[config.mk]
export PLATFORM = sky130hd
export DESIGN_NAME = double_unit_arbiter
export DESIGN_NICKNAME = d
export VERILOG_FILES = /design/src/rtl/double_unit_arbiter_pkg.sv /design/src/rtl/double_unit_arbiter_rr_pick.sv /design/src/rtl/double_unit_arbiter.sv
export SDC_FILE = /design/constraint.sdc
export NUM_CORES = 1
export LEC_CHECK = 0
export ABC_AREA = 1
export ABC_CLOCK_PERIOD_IN_PS = 1650
export CORE_MARGIN = 1
export CORE_UTILIZATION = 44
export CTS_CLUSTER_DIAMETER = 30
export CTS_CLUSTER_SIZE = 25
export DETAILED_ROUTE_END_ITERATION = 7
export PLACE_DENSITY = 0.89
export SETUP_SLACK_MARGIN = 0.15
export SLEW_MARGIN = 40
export SYNTH_ARGS = -nofsm -noshare
export SYNTH_HDL_FRONTEND = slang
export SYNTH_SLANG_ARGS = --single-unit
export TNS_END_PERCENT = 50
[constraint.sdc]
create_clock -name clk -period 1.65 [get_ports clk]
set_input_delay 0.165 -clock clk [delete_from_list [all_inputs] [get_ports clk]]
set_output_delay 0.165 -clock clk [all_outputs]
set_load 0.05 [all_outputs]
[src/rtl/double_unit_arbiter_pkg.sv]
// -----------------------------------------------------------------------------
// double_arb_pkg
//   Shared types and helpers for double_unit_arbiter and its round-robin picker.
//   - arb_state_e  : FSM states of the arbiter (IDLE, CALC, RESP)
//   - id_width()   : width of a requester index for a given requester count
//   - double_value : the doubling datapath (result plus carry-out), gated by en
// -----------------------------------------------------------------------------
package double_arb_pkg;

    typedef enum logic [1:0] {
        IDLE = 2'd0,
        CALC = 2'd1,
        RESP = 2'd2
    } arb_state_e;

    // Widest operand double_value() can handle. The result occupies bits
    // [DV_MAX_W-1:0] of the return value and the carry-out sits in bit DV_MAX_W.
    localparam int DV_MAX_W = 64;

    // Index width for n requesters; never narrower than one bit.
    function automatic int id_width(input int n);
        return (n > 1) ? $clog2(n) : 1;
    endfunction

    localparam int DEFAULT_NUM_REQ = 4;
    localparam int DEFAULT_ID_W    = id_width(DEFAULT_NUM_REQ);

    // Doubles the low 'width' bits of op. Bits at or above 'width' are zero in
    // the result, so the doubling wraps modulo 2^width; the bit shifted out of
    // the top of the operand is returned as the carry in bit DV_MAX_W.
    // When en is low both the result and the carry are zero.
    function automatic logic [DV_MAX_W:0] double_value(
        input logic [DV_MAX_W-1:0] op,
        input logic                en,
        input int                  width
    );
        logic [DV_MAX_W:0] r;
        r = '0;
        if (en) begin
            for (int b = 1; b < DV_MAX_W; b++) begin
                if (b < width) begin
                    r[b] = op[b-1];
                end
            end
            for (int b = 0; b < DV_MAX_W; b++) begin
                if (b == width - 1) begin
                    r[DV_MAX_W] = op[b];
                end
            end
        end
        return r;
    endfunction

endpackage

[src/rtl/double_unit_arbiter_rr_pick.sv]
// -----------------------------------------------------------------------------
// rr_pick
//   Combinational round-robin picker. Searches req upward starting at ptr+1,
//   wrapping modulo NUM_REQ, and reports the first asserted index.
//   Ports:
//     req   in  NUM_REQ  request vector
//     ptr   in  ID_W     index of the most recently served requester
//     valid out 1        at least one request is asserted
//     gnt   out NUM_REQ  one-hot grant (all zero when valid is low)
//     idx   out ID_W     winner index (zero when valid is low)
// -----------------------------------------------------------------------------
module rr_pick
    import double_arb_pkg::*;
#(
    parameter  int NUM_REQ = 4,
    localparam int ID_W    = id_width(NUM_REQ)
) (
    input  logic [NUM_REQ-1:0] req,
    input  logic [ID_W-1:0]    ptr,
    output logic               valid,
    output logic [NUM_REQ-1:0] gnt,
    output logic [ID_W-1:0]    idx
);

    // Candidate k is the requester visited k-th in the search order, so
    // candidate 0 is ptr+1 and candidate NUM_REQ-1 is ptr itself.
    logic [ID_W-1:0]    cand_idx [NUM_REQ];
    logic [NUM_REQ-1:0] cand_req;

    generate
        for (genvar gi = 0; gi < NUM_REQ; gi++) begin : g_cand
            assign cand_idx[gi] = ID_W'((int'(ptr) + 1 + gi) % NUM_REQ);
            assign cand_req[gi] = req[cand_idx[gi]];
        end
    endgenerate

    always_comb begin
        valid = 1'b0;
        idx   = '0;
        gnt   = '0;
        // Walk from the back so the earliest candidate in search order wins.
        for (int k = NUM_REQ - 1; k >= 0; k--) begin
            if (cand_req[k]) begin
                valid = 1'b1;
                idx   = cand_idx[k];
            end
        end
        if (valid) begin
            gnt[idx] = 1'b1;
        end
    end

endmodule

[src/rtl/double_unit_arbiter.sv]
// -----------------------------------------------------------------------------
// double_unit_arbiter
//   Shares one doubling datapath between NUM_REQ requesters. Requests are
//   round-robin arbitrated, the winner's operand is doubled in a dedicated
//   CALC cycle, and the result is presented on one response channel tagged
//   with the owning requester's index.
//   Ports:
//     clk         in   1             rising-edge clock
//     rst         in   1             synchronous active-high reset
//     en          in   1             datapath enable, sampled in CALC only
//     req_valid   in   NUM_REQ       per-requester valid
//     req_data    in   NUM_REQ*WIDTH per-requester operand
//     req_ready   out  NUM_REQ       per-requester accept, one-hot or zero
//     resp_valid  out  1             result available
//     resp_ready  in   1             consumer accepts the result
//     resp_data   out  WIDTH         doubled operand (mod 2^WIDTH)
//     resp_ovf    out  1             carry out of the doubling
//     resp_id     out  ID_W          requester that owns the result
//     busy        out  1             FSM is not in IDLE
// -----------------------------------------------------------------------------
module double_unit_arbiter
    import double_arb_pkg::*;
#(
    parameter  int NUM_REQ = 4,
    parameter  int WIDTH   = 8,
    localparam int ID_W    = id_width(NUM_REQ)
) (
    input  logic                           clk,
    input  logic                           rst,
    input  logic                           en,
    input  logic [NUM_REQ-1:0]             req_valid,
    input  logic [NUM_REQ-1:0][WIDTH-1:0]  req_data,
    output logic [NUM_REQ-1:0]             req_ready,
    output logic                           resp_valid,
    input  logic                           resp_ready,
    output logic [WIDTH-1:0]               resp_data,
    output logic                           resp_ovf,
    output logic [ID_W-1:0]                resp_id,
    output logic                           busy
);

    arb_state_e      state_q, state_d;
    logic [ID_W-1:0] ptr_q,   ptr_d;
    logic [ID_W-1:0] id_q,    id_d;
    logic [WIDTH-1:0] op_q,   op_d;
    logic [WIDTH-1:0] res_q,  res_d;
    logic            ovf_q,   ovf_d;

    logic               pick_valid;
    logic [NUM_REQ-1:0] pick_gnt;
    logic [ID_W-1:0]    pick_idx;

    logic [DV_MAX_W:0]  dbl;
    logic               dbl_unused;

    rr_pick #(
        .NUM_REQ (NUM_REQ)
    ) u_rr_pick (
        .req   (req_valid),
        .ptr   (ptr_q),
        .valid (pick_valid),
        .gnt   (pick_gnt),
        .idx   (pick_idx)
    );

    assign dbl        = double_value(DV_MAX_W'(op_q), en, WIDTH);
    // Bits above WIDTH are always zero for an operand of this width.
    assign dbl_unused = ^dbl[DV_MAX_W-1:WIDTH];

    always_comb begin
        state_d   = state_q;
        ptr_d     = ptr_q;
        id_d      = id_q;
        op_d      = op_q;
        res_d     = res_q;
        ovf_d     = ovf_q;
        req_ready = '0;

        unique case (state_q)
            IDLE: begin
                if (pick_valid) begin
                    // Grant is suppressed during reset so no requester sees a
                    // handshake that the reset is about to discard.
                    req_ready = rst ? '0 : pick_gnt;
                    op_d      = req_data[pick_idx];
                    id_d      = pick_idx;
                    state_d   = CALC;
                end
            end
            CALC: begin
                res_d   = dbl[WIDTH-1:0];
                ovf_d   = dbl[DV_MAX_W];
                state_d = RESP;
            end
            RESP: begin
                if (resp_ready) begin
                    // The served requester becomes the search start point,
                    // so it has lowest priority next time.
                    ptr_d   = id_q;
                    state_d = IDLE;
                end
            end
            default: begin
                state_d = IDLE;
            end
        endcase
    end

    always_ff @(posedge clk) begin
        if (rst) begin
            state_q <= IDLE;
            ptr_q   <= ID_W'(NUM_REQ - 1);
            id_q    <= '0;
            op_q    <= '0;
            res_q   <= '0;
            ovf_q   <= 1'b0;
        end else begin
            state_q <= state_d;
            ptr_q   <= ptr_d;
            id_q    <= id_d;
            op_q    <= op_d;
            res_q   <= res_d;
            ovf_q   <= ovf_d;
        end
    end

    assign resp_valid = (state_q == RESP);
    assign resp_data  = resp_valid ? res_q : '0;
    assign resp_ovf   = resp_valid & ovf_q;
    assign resp_id    = resp_valid ? id_q : '0;
    assign busy       = (state_q != IDLE);

endmodule

-- Word-level counts from Yosys, hierarchy flattened
Cells that the tools add are included.
- register bits after elaboration: 22
- bits of input ports: 40
- output and inout port bits: 17
- word-level logic and storage cells: 57
- $add $sub $neg: 4
- magnitude comparators: 6
- equal/unequal tests: 4
- muxes and demuxes: 30
- bitwise logic cells: 1
- reduce and logical (&&, ||, !) cells: 6
- operators by type and width (cell ; number):
    $bmux W8 S2 ; 1
    $mux W8 ; 2
    $lt A2 B3 Y1 const B ; 5
    $mux W2 ; 7
    $mux W4 ; 3
    $mux W1 ; 10
    $bmux W1 S2 ; 4
    $mux W7 ; 1
    $pmux W2 S3 ; 1
    $reduce_and A2 Y1 ; 3
    $add A2 B1 Y2 const B ; 2
    $add A2 B2 Y2 const B ; 2
    $demux W1 S2 ; 1
    $eq A2 B1 Y1 const B ; 1
    $eq A2 B2 Y1 const B ; 1
    $ge A2 B1 Y1 const B ; 1
    $logic_not A2 Y1 ; 1
    $ne A2 B1 Y1 const B ; 1
    $ne A2 B2 Y1 const B ; 1
    $reduce_bool A2 Y1 ; 1
    $and A1 B1 Y1 ; 1
    $logic_and A1 B1 Y1 ; 1

-- Logic depth before layout (Yosys ltp)
- depth after elaboration: 15
- gate-level depth with buffers: 16
- mapped depth without buffers: 15

-- Cells and area by module
A second synthesis with hierarchy kept.
- cell total of the unflattened synthesis: 278
- area total of the unflattened synthesis: 1690.4 sq um
- modules (own cells, without submodules) (module ; instances ; cells an instance ; area an instance (sq um)):
    double_unit_arbiter ; 1 ; 221 ; 1353.8
    rr_pick ; 1 ; 57 ; 336.6

-- Worst setup path before layout
Ideal clock, no wire load.
- path type: register to output
- start: reg ptr_q[0]
- end: out req_ready[0]
- data arrival time: 2.240 ns
- required time: 1.485 ns
- slack: -0.755 ns
- stages on the path, launching flop included: 10
- path through: dfxtp_1 > buf_6 > inv_4 > nand2_2 > nand2_2 > nand3_1 > nor3_1 > nor2_1 > nand2_1 > nor3_1
- longest elaborated chain between the ends: 15
- ends and longest elaborated chain (item ; line ; RTL):
    start: declaration ; double_unit_arbiter.sv:43 ; logic [ID_W-1:0] ptr_q, ptr_d;
    start signal: assignment ; double_unit_arbiter.sv:112 ; ptr_q <= ID_W'(NUM_REQ - 1);
    start signal: assignment ; double_unit_arbiter.sv:119 ; ptr_q <= ptr_d;
    $add A2 B1 Y2 * ; double_unit_arbiter_rr_pick.sv:32 ; assign cand_idx[gi] = ID_W'((int'(ptr) + 1 + gi) % NUM_REQ);
    $add A2 B1 Y2 ; double_unit_arbiter_rr_pick.sv:32 ;
    $bmux W1 S2 ; double_unit_arbiter_rr_pick.sv:33 ; assign cand_req[gi] = req[cand_idx[gi]];
    $mux W1 (not written as such) ; double_unit_arbiter_rr_pick.sv:33 ;
    $mux W2 (4 in a row) ; double_unit_arbiter_rr_pick.sv:43 ; if (cand_req[k]) begin
    $lt A2 B3 Y1 (not written as such) or $ge A2 B1 Y1 (tied branches) ; double_unit_arbiter_rr_pick.sv:49 ; gnt[idx] = 1'b1;
    $logic_and A1 B1 Y1 (not written as such) ; double_unit_arbiter_rr_pick.sv:49 ;
    $mux W1 (not written as such) ; double_unit_arbiter_rr_pick.sv:49 ;
    $demux W1 S2 ; -- ;
    $mux W4 ; double_unit_arbiter.sv:84 ; req_ready = rst ? '0 : pick_gnt;
    $mux W4 * ; double_unit_arbiter.sv:81 ; if (pick_valid) begin
    $mux W4 * ; double_unit_arbiter.sv:79 ; unique case (state_q)
    end: declaration ; double_unit_arbiter.sv:33 ; output logic [NUM_REQ-1:0] req_ready,
Mark *: on every way between the ends. The rest lies on a longest branch, timed or not. The select of a mux whose other input is x is not followed.

-- Final worst setup path
- start: reg ptr_q[0]
- end: out req_ready[1]
The elaborated chain is that of the path after synthesis.

==> metrics.md <==
| Metric | Value |
|---|---|
| Per-cell routed wire length | slightly above 20 um |
| Achievable clock frequency | 456 MHz |
| Clock transition at path regs | around 0.14 ns |
| Avg Synthesized Cell Area | 6.06 sq um |
| RR Startpoint | ptr_q[0]$_SDFFE_PP1P_ |
| Endpoints failing setup | 14 |
| Vias in the first global route | a little under 2k |
| Critical path's top delay family | simple AND/OR/NAND/NOR gates |
| Worst path max stage delay | 0.38 ns |
| Setup CP Type | reg2out |
| Clock period minus worst slack | about 2.2 ns |
| Area after DPL | between 2000 and 2500 sq um |
| Pleak | 1.34 nW |
| Gpl congestion | 0.877 |
| Largest fanout on the critical path | 8 |
| Post-synthesis sequential area ratio | 29.6% |
| Area grow syn2layout | 94.4% |
| First-pass GRT wire length | 8780 um |
| # port buffers | 55 |
| Slowest CP cell | dfxtp_2 |
| Design Area, Final | around 2900 sq um |
| Die ar. | roughly 3600 sq um |
| Hold Path Class | reg2reg |
| Synth top area share | a little under 30% |
| Largest area contributor in the netlist | dfxtp_1 |
| CTS tree | built |
| ANT cells | 0 |
| Synth async-reset ratio | 0% |
| Reg2reg end | op_q[1]$_SDFFE_PP0P_ |
| Pwr dens | between 800 and 900 nW/um^2 |
| Min-delay src | op_q[7]$_SDFFE_PP0P_ |
| Layout cell share with drive strength beyond 1 | between 30% and 40% |
| Antenna violations before repair | 0 |
| Final Hold Viols | 0 |
| NumNets Final | roughly 370 |
| Die width | between 60 and 70 um |
| CTS Buf Count | 3 |
| Post-Syn Nets | between 200 and 300 |
| GR peak layer | met2 |
| Critical Path AT | about 2.0 ns |
| Clk_lat worst skew | 0.33 ns |
| ANT nets after route | 0 |
| DRT Pass-1 Iters | 6 |
| Top FF cell, synth | dfxtp_1 |
| Post-synth EDFFs | 0 |
| Most common cell in the netlist | nand2_1 |
| Headroom to the max-slew limit | between 60% and 70% |
| Max IR drop VDD | 0.452 mV |
| R2R depth | 18 |
| Worst Path Buf+Inv | 5 |
| Synthesized cell area | about 1500 sq um |
| DRT iter0 DRCs | between 200 and 250 |
| Final HPWL DP | around 3500 um |
| #FFs+latches synth | 22 |
| Sink Count | 22 |
| Max Root-Sink Buffers | 2 |
| Final WL | 7670 um |
| Worst setup EP type | primary output |
| Largest net degree at the start of global routing | 18 |
| Cell Chain, Critical Path | buf_12 -> inv_12 -> nand2_2 -> nand2_4 -> nand2_4 -> buf_4 -> nand3_2 -> nand3_2 -> nand2_2 -> buf_4 -> nor2_4 -> buf_12 |
| Post-route setup TNS | -5.92 ns |
| Drt drc | 0 |
| Met3 global-route usage | 5.41% |
| H-tree Lvls | 1 |
| Most common library cells after synthesis | 77 x nand2_1, 30 x inv_1, 26 x nand3_1 |
| WHS Endpoint | op_q[7]$_SDFFE_PP0P_ |
| All-Layer GR Usage | 32.6% |
| Post-CTS Hold Fix Bufs | 0 |
| Fin. max-slew vios | 0 |
| Drt via density | between 6 and 7 |
| Gr ovfl total | 0 |
| Status | finished with violations |
| Root Driver | clkbuf_4 |
| Final Cycle Share | 133% |
| Top post-synthesis cells by area | dfxtp_1 30%, nand2_1 19%, nand3_1 8.7% |
| Failing checks | negative setup slack |
| Type of origin of the critical path | register |
| Least-Margin Pin Slew | around 0.58 ns |
| Synth cell types | 23 |
| Setup ws final | -0.542 ns |
| Number of max-cap violations | 0 |
| Die Ht | about 60 um |
| Worst R2R Setup Slack | -0.51 ns |
| Hold path cells | 2 |
| Met2 GRT Util | 60.1% |
| Starting Density | approximately 48% |
| Core Area | approximately 3100 sq um |
| RSZ-0062 raised after global routing | true |
| Placement row count | 20 |
| CP required | roughly 1.5 ns |
| Num ports | 57 |
| Synth Warn # | 0 |
| Synth Instances | 246 |
| Clk_skew | between 0.009 and 0.01 ns |
| Routed vias | between 2k and 2.5k |
| Met1 Resource Use GR | roughly 34% |
==> cells by family after synthesis <==
| family | count (synthesis) | synth area share (%) |
|---|---|---|
| buffers and inverters | 46 | 13.7 |
| AND/OR/NAND/NOR | 151 | 46.0 |
| other | 1 | 0.252 |
| AO/OA/AOI/OAI | 26 | 10.5 |
| flip-flops | 22 | 29.6 |
==> flip-flops by register name (all words and copies together) (netlist names) <==
register,cells
op_q,8
res_q,7
id_q,2
ptr_q,2
state_q,2
ovf_q,1
==> metal layers <==
metal  share of wire (%)  vias to the layer above
met5                   0                        -
met4                 7.8                        0
met3                  10                       71
met2                  48                      251
met1                  34                     1010
li1                    -                      931
==> worst min-delay path: stages (launching register included) <==
cell and delay, ns:
dfxtp_1 0.35, nand2_1 0.07, nand2_1 0.05
==> through the flow <==
step                instances  hold WS [ns]  total power [mW]  setup slack (ns)  utilization (%)
floorplan                 246         0.345              1.26           -0.0857                -
global placement          353         0.444              1.57            -0.225             78.8
detailed placement        353         0.450              1.61            -0.317             78.8
CTS                       364         0.469              2.02            -0.370             87.2
global route              370         0.519              2.38            -0.640             92.6
finish                    370         0.502              2.33            -0.542             92.6
==> what timing repair did <==
action / in CTS / in global routing
cloned: 1 / 1
resized for setup: 38 / 30
endpoints found under the setup margin: 25 / 25
setup buffers: 6 / 5
pin swaps: 16 / 28
==> layout make-up <==
cell class              count  area, sq um
well taps                  44         55.1
multi-input cells         178         1190
clock buffers               4         36.3
repair buffers             87         1020
fillers                   116          231
inverters                  35          151
flip-flops and latches     22          444
==> power breakdown <==
| part | internal [mW] | switching [mW] | total [mW] |
|---|---|---|---|
| combinational | 0.562 | 0.774 | 1.34 |
| clock | 0.135 | 0.191 | 0.326 |
| sequential | 0.610 | 0.0556 | 0.665 |
| total | 1.31 | 1.02 | 2.33 |
==> how the worst max path moves through the flow <==
| stage | cells past startpoint | slack, ns | start | endpoint |
|---|---|---|---|---|
| floorplan | 11 | -0.09 | ptr_q[0]$_SDFFE_PP1P_ | req_ready[1] |
| global placement | 14 | -0.23 | req_valid[3] | req_ready[1] |
| detailed placement | 12 | -0.32 | req_valid[3] | req_ready[1] |
| CTS | 13 | -0.37 | ptr_q[0]$_SDFFE_PP1P_ | req_ready[0] |
| global route | 11 | -0.64 | ptr_q[0]$_SDFFE_PP1P_ | req_ready[1] |
| finish | 12 | -0.54 | ptr_q[0]$_SDFFE_PP1P_ | req_ready[1] |
==> placed cells by master (no fill, tap or decap), types with 3 or more instances in the layout <==
cell,count
nand2_1,57
clkdlybuf4s50_1,38
inv_1,28
buf_4,25
nand3_1,21
nand2_4,19
dfxtp_1,19
buf_12,17
nand2_2,15
nor2_4,14
a21oi_1,9
nor2_1,8
a211oi_1,8
o21ai_0,5
nand3b_1,5
inv_2,4
nand3_2,4
nor3_4,3
clkbuf_4,3
dfxtp_2,3
buf_6,3
Power figures use the tool's default switching activity.
